--- src/rtl/xor_end_out.sv ---
// xor_end_out: output stage of a sponge permutation.
// Captures the 5x64 permutation state, optionally folds the key into words 3/4
// and the domain-separation bit into word 4, registers the result, and can
// stream {s3, s4} out as a two-beat tag over a valid/ready handshake.
// Build option: define XOR_END_TAG_CHECK_EN to compare the emitted tag against
// i_expected_tag; without it the match outputs are tied low.

package xor_end_out_pkg;
    typedef logic [4:0][63:0] t_state_array;
endpackage

// state  | meaning
// IDLE   | accepting captures, no tag in flight
// TAG_HI | presenting beat 0 (s3), waiting for i_tag_ready
// TAG_LO | presenting beat 1 (s4, last), waiting for i_tag_ready
module xor_end_out (
    input  logic                          clock,
    input  logic                          reset_n,
    input  xor_end_out_pkg::t_state_array i_state,
    input  logic                          i_state_valid,
    input  logic                          i_enable_xor_key,
    input  logic                          i_enable_xor_lsb,
    input  logic [127:0]                  i_key,
    input  logic                          i_tag_request,
    input  logic                          i_tag_ready,
    input  logic [127:0]                  i_expected_tag,
    output xor_end_out_pkg::t_state_array o_state,
    output logic                          o_state_valid,
    output logic [63:0]                   o_tag_data,
    output logic                          o_tag_valid,
    output logic                          o_tag_last,
    output logic                          o_busy,
    output logic                          o_tag_match,
    output logic                          o_tag_match_valid
);
    import xor_end_out_pkg::*;

    typedef enum logic [1:0] {IDLE, TAG_HI, TAG_LO} t_fsm;

    t_fsm         state_q;
    t_fsm         state_d;
    t_state_array s_q;
    t_state_array s_d;
    logic         state_valid_q;
    logic         capture;
    logic [127:0] key_mask;

    // Captures are only taken while no tag is in flight
    assign capture  = (state_q == IDLE) && i_state_valid;
    assign key_mask = i_enable_xor_key ? i_key : 128'd0;

    // Post-XOR value of the incoming state
    always_comb begin
        s_d              = i_state;
        {s_d[3], s_d[4]} = {i_state[3], i_state[4]} ^ key_mask;
        s_d[4][0]        = s_d[4][0] ^ i_enable_xor_lsb;
    end

    // FSM state register
    always_ff @(posedge clock) begin
        if (!reset_n) begin
            state_q <= IDLE;
        end else begin
            state_q <= state_d;
        end
    end

    // FSM next-state logic
    always_comb begin
        state_d = state_q;
        case (state_q)
            IDLE:    if (capture && i_tag_request) state_d = TAG_HI;
            TAG_HI:  if (i_tag_ready) state_d = TAG_LO;
            TAG_LO:  if (i_tag_ready) state_d = IDLE;
            default: state_d = IDLE;
        endcase
    end

    // FSM outputs: tag beat presentation and busy flag
    always_comb begin
        o_tag_valid = 1'b0;
        o_tag_last  = 1'b0;
        o_tag_data  = 64'd0;
        o_busy      = 1'b0;
        case (state_q)
            TAG_HI: begin
                o_tag_valid = 1'b1;
                o_tag_data  = s_q[3];
                o_busy      = 1'b1;
            end
            TAG_LO: begin
                o_tag_valid = 1'b1;
                o_tag_last  = 1'b1;
                o_tag_data  = s_q[4];
                o_busy      = 1'b1;
            end
            default: ;
        endcase
    end

    // Registered state and its one-cycle update pulse
    always_ff @(posedge clock) begin
        if (!reset_n) begin
            s_q           <= '0;
            state_valid_q <= 1'b0;
        end else begin
            state_valid_q <= capture;
            if (capture) begin
                s_q <= s_d;
            end
        end
    end

    assign o_state       = s_q;
    assign o_state_valid = state_valid_q;

`ifdef XOR_END_TAG_CHECK_EN
    logic match_q;
    logic match_valid_q;

    // Tag compare on the final beat's handshake; result held until next check
    always_ff @(posedge clock) begin
        if (!reset_n) begin
            match_q       <= 1'b0;
            match_valid_q <= 1'b0;
        end else begin
            match_valid_q <= (state_q == TAG_LO) && i_tag_ready;
            if ((state_q == TAG_LO) && i_tag_ready) begin
                match_q <= ({s_q[3], s_q[4]} == i_expected_tag);
            end
        end
    end

    assign o_tag_match       = match_q;
    assign o_tag_match_valid = match_valid_q;
`else
    logic unused_expected_tag;
    assign unused_expected_tag = ^i_expected_tag;
    assign o_tag_match         = 1'b0;
    assign o_tag_match_valid   = 1'b0;
`endif

endmodule

--- config.mk ---
export PLATFORM = sky130hd
export DESIGN_NAME = xor_end_out
export DESIGN_NICKNAME = d
export VERILOG_FILES = /design/src/rtl/xor_end_out.sv
export SDC_FILE = /design/constraint.sdc
export NUM_CORES = 1
export LEC_CHECK = 0
export CAP_MARGIN = 5
export CORE_AREA = 2 2 383 385
export CTS_CLUSTER_SIZE = 30
export DETAILED_ROUTE_END_ITERATION = 10
export DIE_AREA = 0 0 385 387
export MAX_ROUTING_LAYER = met4
export PLACE_DENSITY = 0.3
export SLEW_MARGIN = 20
export SYNTH_ARGS = -nofsm -noshare
export SYNTH_HDL_FRONTEND = slang
export SYNTH_SLANG_ARGS = --single-unit
export TNS_END_PERCENT = 50
--- constraint.sdc ---
create_clock -name clock -period 1.5 [get_ports clock]
set_input_delay 0.3 -clock clock [delete_from_list [all_inputs] [get_ports clock]]
set_output_delay 0.3 -clock clock [all_outputs]
set_load 0.05 [all_outputs]
==> summary.md <==
| Metric | Value |
|---|---|
| Ports | 973 |
| Routability cong. | around 0.74 |
| Worst setup margin | -1.02 ns |
| Reg2reg start | state_q[0] |
| GRT Overall Usage | 0.136 |
| Fin Clk Skew | 0.0272 ns |
| Routed vias | 16102 |
| # rows | 140 |
| Pwr per Cell Area | 1620 nW/um^2 |
| Pin count of the biggest net entering global routing | 50 |
| Crit path arrival time | 2.22 ns |
| Total grt overflow | 0 |
| VDD IR-drop max | 0.763 mV |
| CTS tree | done |
| Post-synth EDFFs | 0 |
| Dpl ws | -0.536 ns |
| Synth-to-Final Area Change | 150% |
| Highest clock rate | between 300 and 400 MHz |
| Hold Violations, Final | 0 |
| Fin crit period | 2.52 ns |
| Synth warn | 0 |
| CTS Buffer Depth | 3 |
| Syn Std Cell Area | 14100 sq um |
| Fin nets | 3380 |
| DR pass1 iterations | 5 |
| Via density per instance | 3.38 |
| Final setup viols | 494 |
| CTS Buf Count | 47 |
| CTS sink count | 323 |
| Register bit count reported by yosys | roughly 320 |
| Htree depth | 2 |
| First-pass GRT wire length | 138000 microns |
| Status | complete, but fails checks |
| Final cell count without fillers | 4765 |
| HP Start | i_state[32] |
| RR Endpoint | o_state[253] |
| HP Class | primary input to register |
| Mean Syn Cell Area | about 8.3 sq um |
| Initial drt markers | 502 |
| Initial antenna violation count | 20 |
| Max_cap viols | 0 |
| Worst Path Required | approximately 1.2 ns |
| Dpl cells | 4573 |
| Final instance area | 35300 sq um |
| Drt drc | 0 |
| HPWL Detailed | between 80000 and 90000 microns |
| Period Utilization, post-route | 1.68 |
| Crit Path Category | register to output port |
| Area after DPL | 31100 sq um |
| Relative slew slack | 0.659 |
| Hold endpoint | o_state[32] |
| Routed Antenna Nets | 0 |
| Worst-Skew Late Latency | slightly above 0.6 ns |
| Starting Density | 0.0976 |
| Worst Max-Slew Pin Slew | 0.510 ns |
| Clock-pin slew on the worst setup and hold paths | 0.08 ns |
| Fill count | 15496 |
| Drt wl/cell | 22.1 microns |
| Reg2reg path depth | 10 |
| Startpoint Class | register |
| Worst setup EP type | output port |
| Fraction of registers with async set/reset | 0 |
| CP Max Fanout | 9 |
| R2R Setup Slk | -0.31 ns |
| Max Slew Vio Count | 0 |
| Main synth FF type | dfxtp_1 |
| Total die area | 149000 sq um |
| RSZ-0062 raised after global routing | yes |
| Setup tns final | -104.07 ns |
| Die Span Y | 387 microns |
| Die Width | 385 microns |
| Min-Delay Path Depth | 3 |
| IO Port Bufs | 842 |
| Distinct cell type count after synthesis | 28 |
| Fin util | 0.244 |
| Pleak | 13.2 nW |
| Core Area | 145000 sq um |
| Share of layout cells above drive strength 1 | 0.392 |
| CTS Root Cell | clkbuf_16 |
| Post-Route WL | 105000 microns |
| Cell count after synthesis | between 1500 and 2000 |
| Number of global-route vias before repair | roughly 17000 |
| Failing checks | negative setup slack |
| Share of the yosys chip area belonging to registers | 0.457 |
what timing repair did:
| action | 4_1_cts | 5_1_grt |
|---|---|---|
| buffers inserted | 42 | 17 |
| pin swaps | 37 | 13 |
| hold buffers | 0 | 0 |
| cloned | 26 | 17 |
| endpoints found under the setup margin | 681 | 701 |
| resized for setup | 200 | 86 |
through the flow:
step	hold slack [ns]	total power [W]
6_report	0.207	0.0570
5_1_grt	0.182	0.0599
4_1_cts	0.133	0.0572
3_5_place_dp	0.483	0.0396
3_3_place_gp	0.477	0.0397
2_1_floorplan	0.436	0.0243
metal layers:
metal | routed length [microns] | share of wire | GRT usage
met1 | 43400 | 0.41 | 0.155
met3 | 9470 | 0.090 | 0.0541
met5 | 0 | 0 | -
met4 | 2100 | 0.020 | 0.0276
met2 | 50400 | 0.48 | 0.224
worst max path at each step:
stage,endpoint,start,cells after the start
5_1_grt,o_tag_data[58],state_q[0],8
3_3_place_gp,o_tag_data[58],state_q[0],8
6_report,o_tag_data[58],state_q[0],8
3_5_place_dp,o_tag_data[58],state_q[0],8
2_1_floorplan,o_tag_data[0],state_q[1],5
4_1_cts,o_tag_data[58],state_q[0],8
cells in the mapped netlist (5+ instances only):
| cell | instances | area [sq um] |
|---|---|---|
| nand2_1 | 514 | 1930 |
| dfxtp_1 | 323 | 6470 |
| a21oi_1 | 194 | 971 |
| nor2_1 | 128 | 480 |
| xor2_1 | 128 | 1120 |
| a211oi_2 | 100 | 1250 |
| buf_2 | 70 | 350 |
| a22oi_1 | 64 | 480 |
| nor2b_1 | 64 | 400 |
| clkbuf_1 | 49 | 184 |
| a211oi_1 | 27 | 203 |
| buf_1 | 14 | 52.6 |
| buf_4 | 7 | 52.6 |
| ha_1 | 5 | 62.6 |
power by group:
| part | total, W | switching [W] | internal [W] |
|---|---|---|---|
| Sequential | 0.0124 | 0.00210 | 0.0103 |
| Clock | 0.0124 | 0.00487 | 0.00749 |
| Combinational | 0.0323 | 0.0161 | 0.0162 |
| Total | 0.0570 | 0.0231 | 0.0340 |
flip-flops by register name, summed over array words and instances (netlist names):
signal and cells:
o_state 320, o_state_valid 1, state_q 2
cells by family after synthesis:
family,synth area share
AOI/OAI and AO/OA,0.209
xor gates and xnor gates,0.0793
adders and majority gates,0.00443
buffers and inverters,0.0487
DFF,0.457
other,0.000265
and+or+nand+nor,0.201
layout make-up:
cell class,instances,area [sq um],area share
multi-input cells,1239,8010,0.227
repair buffers,1178,16600,0.470
clock buffers,63,1340,0.0378
diodes,17,42.5,0.00120
well taps,1917,2400,0.0679
inverters,3,21.3,0.000602
clock inverters,25,349,0.00988
flip-flops and latches,323,6550,0.186
cell usage in the layout, fill, tap and decap left out, types with 37 or more instances in the layout:
master | Yosys | layout
a211oi_2 | 100 | 114
buf_4 | 7 | 186
xor2_1 | 128 | 128
nand2_1 | 514 | 505
a22oi_2 | 0 | 38
nor2_1 | 128 | 99
buf_12 | 0 | 445
buf_6 | 2 | 37
a21oi_1 | 194 | 181
nor2b_4 | 0 | 64
clkdlybuf4s50_1 | 0 | 453
clkbuf_16 | 0 | 61
dfxtp_1 | 323 | 298
worst max-delay path: stages (launching register included):
cell     delay (ns)
dfxtp_2        0.33
buf_4          0.13
ha_4           0.16
buf_12         0.15
buf_12         0.15
a22oi_2        0.27
buf_4          0.19
nor2b_4        0.04
buf_12         0.14
(Power assumes the default switching activity.)
==> RTL edit 1 (same flow settings) <==
Add a define of `XOR_END_TAG_CHECK_EN`.
--- a/src/rtl/xor_end_out.sv
+++ b/src/rtl/xor_end_out.sv
@@ -4,6 +4,8 @@
 // stream {s3, s4} out as a two-beat tag over a valid/ready handshake.
 // Build option: define XOR_END_TAG_CHECK_EN to compare the emitted tag against
 // i_expected_tag; without it the match outputs are tied low.
+
+`define XOR_END_TAG_CHECK_EN
 
 package xor_end_out_pkg;
     typedef logic [4:0][63:0] t_state_array;
Check against the original RTL: not equivalent (a bounded check fails within 4 cycles, from zero or initial values and one cycle with reset_n low).
==> RTL edit 1 against the unedited design <==
The run still ends with negative setup slack left. Cell count grew 10%. Critical endpoint is now o_tag_data[22]. Sequential cell count grew 2. Combinational power grew 33%. Wire length grew 31%. Core utilization grew 3.5 points. Setup slack gained 93 ps. Largest power group unchanged. Sequential share of layout area shrank 1.8 points. Die area is the same. Power grew 19%. Clock skew grew 2.9 ps. Cell area grew 15%. First-iteration DRC count grew 65%. Synthesized area grew 13%. Critical path type unchanged. Non-clock buffer count grew 274.
==> RTL edit 1: results (changes against the unedited design) <==
status - complete, but fails checks (unchanged)
failing checks - negative setup slack (unchanged)
HPWL after DPL - 111,000 um (was 80,600 um)
setup_tns - -76,070 ps (was -104,070 ps)
top cells by area, synth - dfxtp_1 41%, nand2_1 15%, xor2_1 9.8% (was dfxtp_1 46%, nand2_1 14%, a211oi_2 8.9%)
final setup fails - 369 (was 494)
CP arrival - 2130 ps (was 2220 ps)
met3 wire length - 10,300 um (was 9470 um)
nets - 3,877 (was 3,380)
final worst slack - -928 ps (was -1020 ps)
grt met2 use - 30.4% (was 22.4%)
final hold slack - 34.3 ps (was 207 ps)
non-filler instance count after layout - 5,258 (was 4,765)
cts repair resizes - 263 (was 200)
DR WL/cell - 26.2 um (was 22.1 um)
Seq/Total Area, Yosys - 40.9% (was 45.7%)
Worst Tran Pin Value - 959 ps (was 510 ps)
peak per-stage delay on the critical path - 360 ps (was 330 ps)
clock latency at the later pin of the worst-skew pair - 650 ps (was 620 ps)
Metal-1 WL - 57,300 um (was 43,400 um)
leakage - 0.0169 uW (was 0.0132 uW)
RR Endpoint - o_tag_match (was o_state[253])
gr usage total - 18.1% (was 13.6%)
DP Area - 0.0356 mm^2 (was 0.0311 mm^2)
hold_sp - reset_n (was i_state[32])
final setup skew - 30.1 ps (was 27.2 ps)
RD Place Congestion - 0.874 (was 0.744)
## RTL edit 1: cell types whose count changed in the layout (fill, tap and decap cells not counted), moves of 43 or more
| cell | unedited run | this run |
|---|---|---|
| dfxtp_1 | 298 | 204 |
| dfxtp_2 | 3 | 74 |
| a211oi_2 | 114 | 0 |
| o211a_1 | 0 | 126 |
| nor2_1 | 99 | 3 |
| inv_1 | 0 | 43 |
| nand2_1 | 505 | 624 |
| a21boi_1 | 0 | 186 |
| clkdlybuf4s50_1 | 453 | 580 |
| xor2_1 | 128 | 178 |
| a21oi_1 | 181 | 1 |
| buf_6 | 37 | 118 |
## RTL edit 1: cell type report
type | count | area (um^2)
Tap cell | 1917 | 2400
Inverter | 48 | 183
Multi-Input combinational cell | 1413 | 9690
Clock inverter | 12 | 154
Fill cell | 15313 | 104000
Sequential cell | 325 | 6780
Antenna cell | 13 | 32.5
Clock buffer | 78 | 1560
Timing Repair Buffer | 1452 | 19700
## RTL edit 1: worst max-delay path by stage
stage / endpoint / cells after the start
2_1_floorplan: o_tag_data[0] / 5
6_report: o_tag_data[22] / 7
3_3_place_gp: o_tag_match / 8
5_1_grt: o_tag_data[22] / 7
3_5_place_dp: o_tag_match / 7
4_1_cts: o_tag_data[15] / 7
## RTL edit 1: logic make-up after synthesis
| family | after synthesis | share of synthesized area [%] |
|---|---|---|
| adder cells (fa/ha/maj) | 5 | 0.393 |
| multiplexers | 2 | 0.126 |
| flip-flops | 325 | 40.9 |
| AO/OA/AOI/OAI | 432 | 22.5 |
| XOR/XNOR | 211 | 11.6 |
| buffers and inverters | 191 | 4.60 |
| AND/OR/NAND/NOR | 763 | 19.9 |
## RTL edit 1: power by group
group,internal [uW],switching [uW],total (uW)
clock,7310,5110,12400
combinational,21200,21700,42900
sequential,10800,1850,12700
total,39400,28700,68000
==> RTL edit 2 (same settings) <==
Without the edit above. Encoding of `t_fsm`: now one-hot (3 bits for 3 states).
--- a/src/rtl/xor_end_out.sv
+++ b/src/rtl/xor_end_out.sv
@@ -35,7 +35,7 @@
 );
     import xor_end_out_pkg::*;
 
-    typedef enum logic [1:0] {IDLE, TAG_HI, TAG_LO} t_fsm;
+    typedef enum logic [2:0] {IDLE = 3'b001, TAG_HI = 3'b010, TAG_LO = 3'b100} t_fsm;
 
     t_fsm         state_q;
     t_fsm         state_d;
Check against the original RTL: no difference found for any inputs over 4 cycles, from zero or initial values and one cycle with reset_n low; so few cycles prove little.
==> RTL edit 2 against the unedited design <==
Wire length fell by 6.5%. Sequential share of layout area fell by 0.12 points. First-iteration DRC count fell by 17%. The run still ends with negative setup slack left. Register-to-register slack barely moved. Sequential cell count rose by 1. Synthesized area fell by 4.9%. Setup slack improved by 210 ps. Critical path depth fell by 3. Cell area rose by 0.28%. Via count fell by 3.1%.
Power is not compared: it rests on default switching activity, and its combinational part moved more than twofold at a synthesized area within 25%.
==> RTL edit 2: results (changes against the unedited design) <==
status - complete, but fails checks (unchanged)
failing checks - negative setup slack (unchanged)
CTS Buf Count - 46 (was 47)
peak per-stage delay on the critical path - 360 ps (was 330 ps)
DRT iter0 DRCs - 415 (was 502)
top cells by area, synth - dfxtp_1 48%, nand2_1 14%, xor2_1 8.3% (was dfxtp_1 46%, nand2_1 14%, a211oi_2 8.9%)
Max stage delay cell, worst path - dfxtp_2 (unchanged)
gr usage total - 13.0% (was 13.6%)
Seq/Total Area, Yosys - 48.3% (was 45.7%)
final worst slack - -815 ps (was -1020 ps)
DP Area - 0.0296 mm^2 (was 0.0311 mm^2)
share of cells above drive strength 1 - 44.9% (was 39.2%)
synthesis warning total - 0 (unchanged)
clk slew on worst S/H paths - 70 ps
RD Place Congestion - 0.735 (was 0.744)
fin area - 0.0354 mm^2 (was 0.0353 mm^2)
dpl ws - -536 ps (about the same)
first drt pass iteration count - 4 (was 5)
final setup skew - 20.3 ps (was 27.2 ps)
largest net degree at the start of global routing - 36 (was 50)
CP arrival - 2020 ps (was 2220 ps)
via count - 15,600 (was 16,102)
nets - 3,231 (was 3,380)
final hold viol count - 0 (unchanged)
Peak VDD IR - 0.000693 V
first-pass GRT wire length - 132,000 um (was 138,000 um)
Netlist cell types - 26 (was 28)
HPWL after DPL - 75,100 um (was 80,600 um)
worst-path maximum fanout - 12 (was 9)
fillers - 15,544 (was 15,496)
final setup fails - 491 (was 494)
top post-synthesis cells by count - 513 x nand2_1, 324 x dfxtp_1, 194 x a21oi_1 (was 514 x nand2_1, 323 x dfxtp_1, 194 x a21oi_1)
DR WL/cell - 21.4 um (was 22.1 um)
initial antenna violation count - 11 (was 20)
Post-synth top flop - dfxtp_1 (unchanged)
RTL edit 2: stage by stage:
step / setup TNS (ps) / std cells / hold slack (ps)
after global routing: -154500 / 4601 / 179
after detailed placement: -140490 / 4410 / 483
after CTS: -183980 / 4594 / 143
final: -112950 / 4602 / 217
after floorplan: -1810 / 1638 / 391
after global placement: -132470 / 4410 / 480
RTL edit 2: worst min-delay path, delay by kind of cell:
family          cells  cell delay (ps)
buf+inv             1              390
compound gates      1               50
simple gates        1               50
RTL edit 2: layer usage:
metal  up-vias  track usage (%)  share of wire [%]
met5         -                -                  0
met4         0             2.33                1.6
met3        81             5.01                9.0
met2       585             20.9                 47
met1      7421             15.4                 42
li1       7513                -                  -
RTL edit 2: worst paths after layout:
check                             startpoint              to  slack (ps)
worst max register to register    state_q[1]     o_state[14]        -310
worst min-delay path            i_state[157]    o_state[157]         220
worst max-delay path              state_q[0]  o_tag_data[49]        -820
worst min register to register  o_state[140]    o_state[140]         490
RTL edit 2: cells by family after synthesis:
logic type	share of synthesized area [%]
AO/OA/AOI/OAI	19.0
buffers and inverters	5.61
AND/OR/NAND/NOR	18.7
flip-flops	48.3
other	0.0279
XOR/XNOR	8.41
RTL edit 2: cell type report:
cell class | instances | area share (%)
Timing Repair Buffer | 1102 | 45.7
Multi-Input combinational cell | 1173 | 24.7
Sequential cell | 324 | 18.4
Tap cell | 1917 | 6.77
Clock buffer | 64 | 3.75
Clock inverter | 13 | 0.473
Antenna cell | 8 | 0.0565
Inverter | 1 | 0.0318
RTL edit 2: repair_timing:
| action | CTS | global route |
|---|---|---|
| buffers inserted | 71 | 32 |
| gates cloned | 37 | 7 |
| endpoints found under the setup margin | 694 | 687 |
| gates resized for setup | 274 | 469 |
| pin swaps | 114 | 231 |
RTL edit 2: power by group through the flow:
stage	combinational, uW	sequential [uW]	clock (uW)
finish	11600	10300	11200
global route	12200	10400	12100
CTS	11200	10300	11800
detailed placement	9660	10500	0
global placement	9680	10500	0
floorplan	1780	12200	0
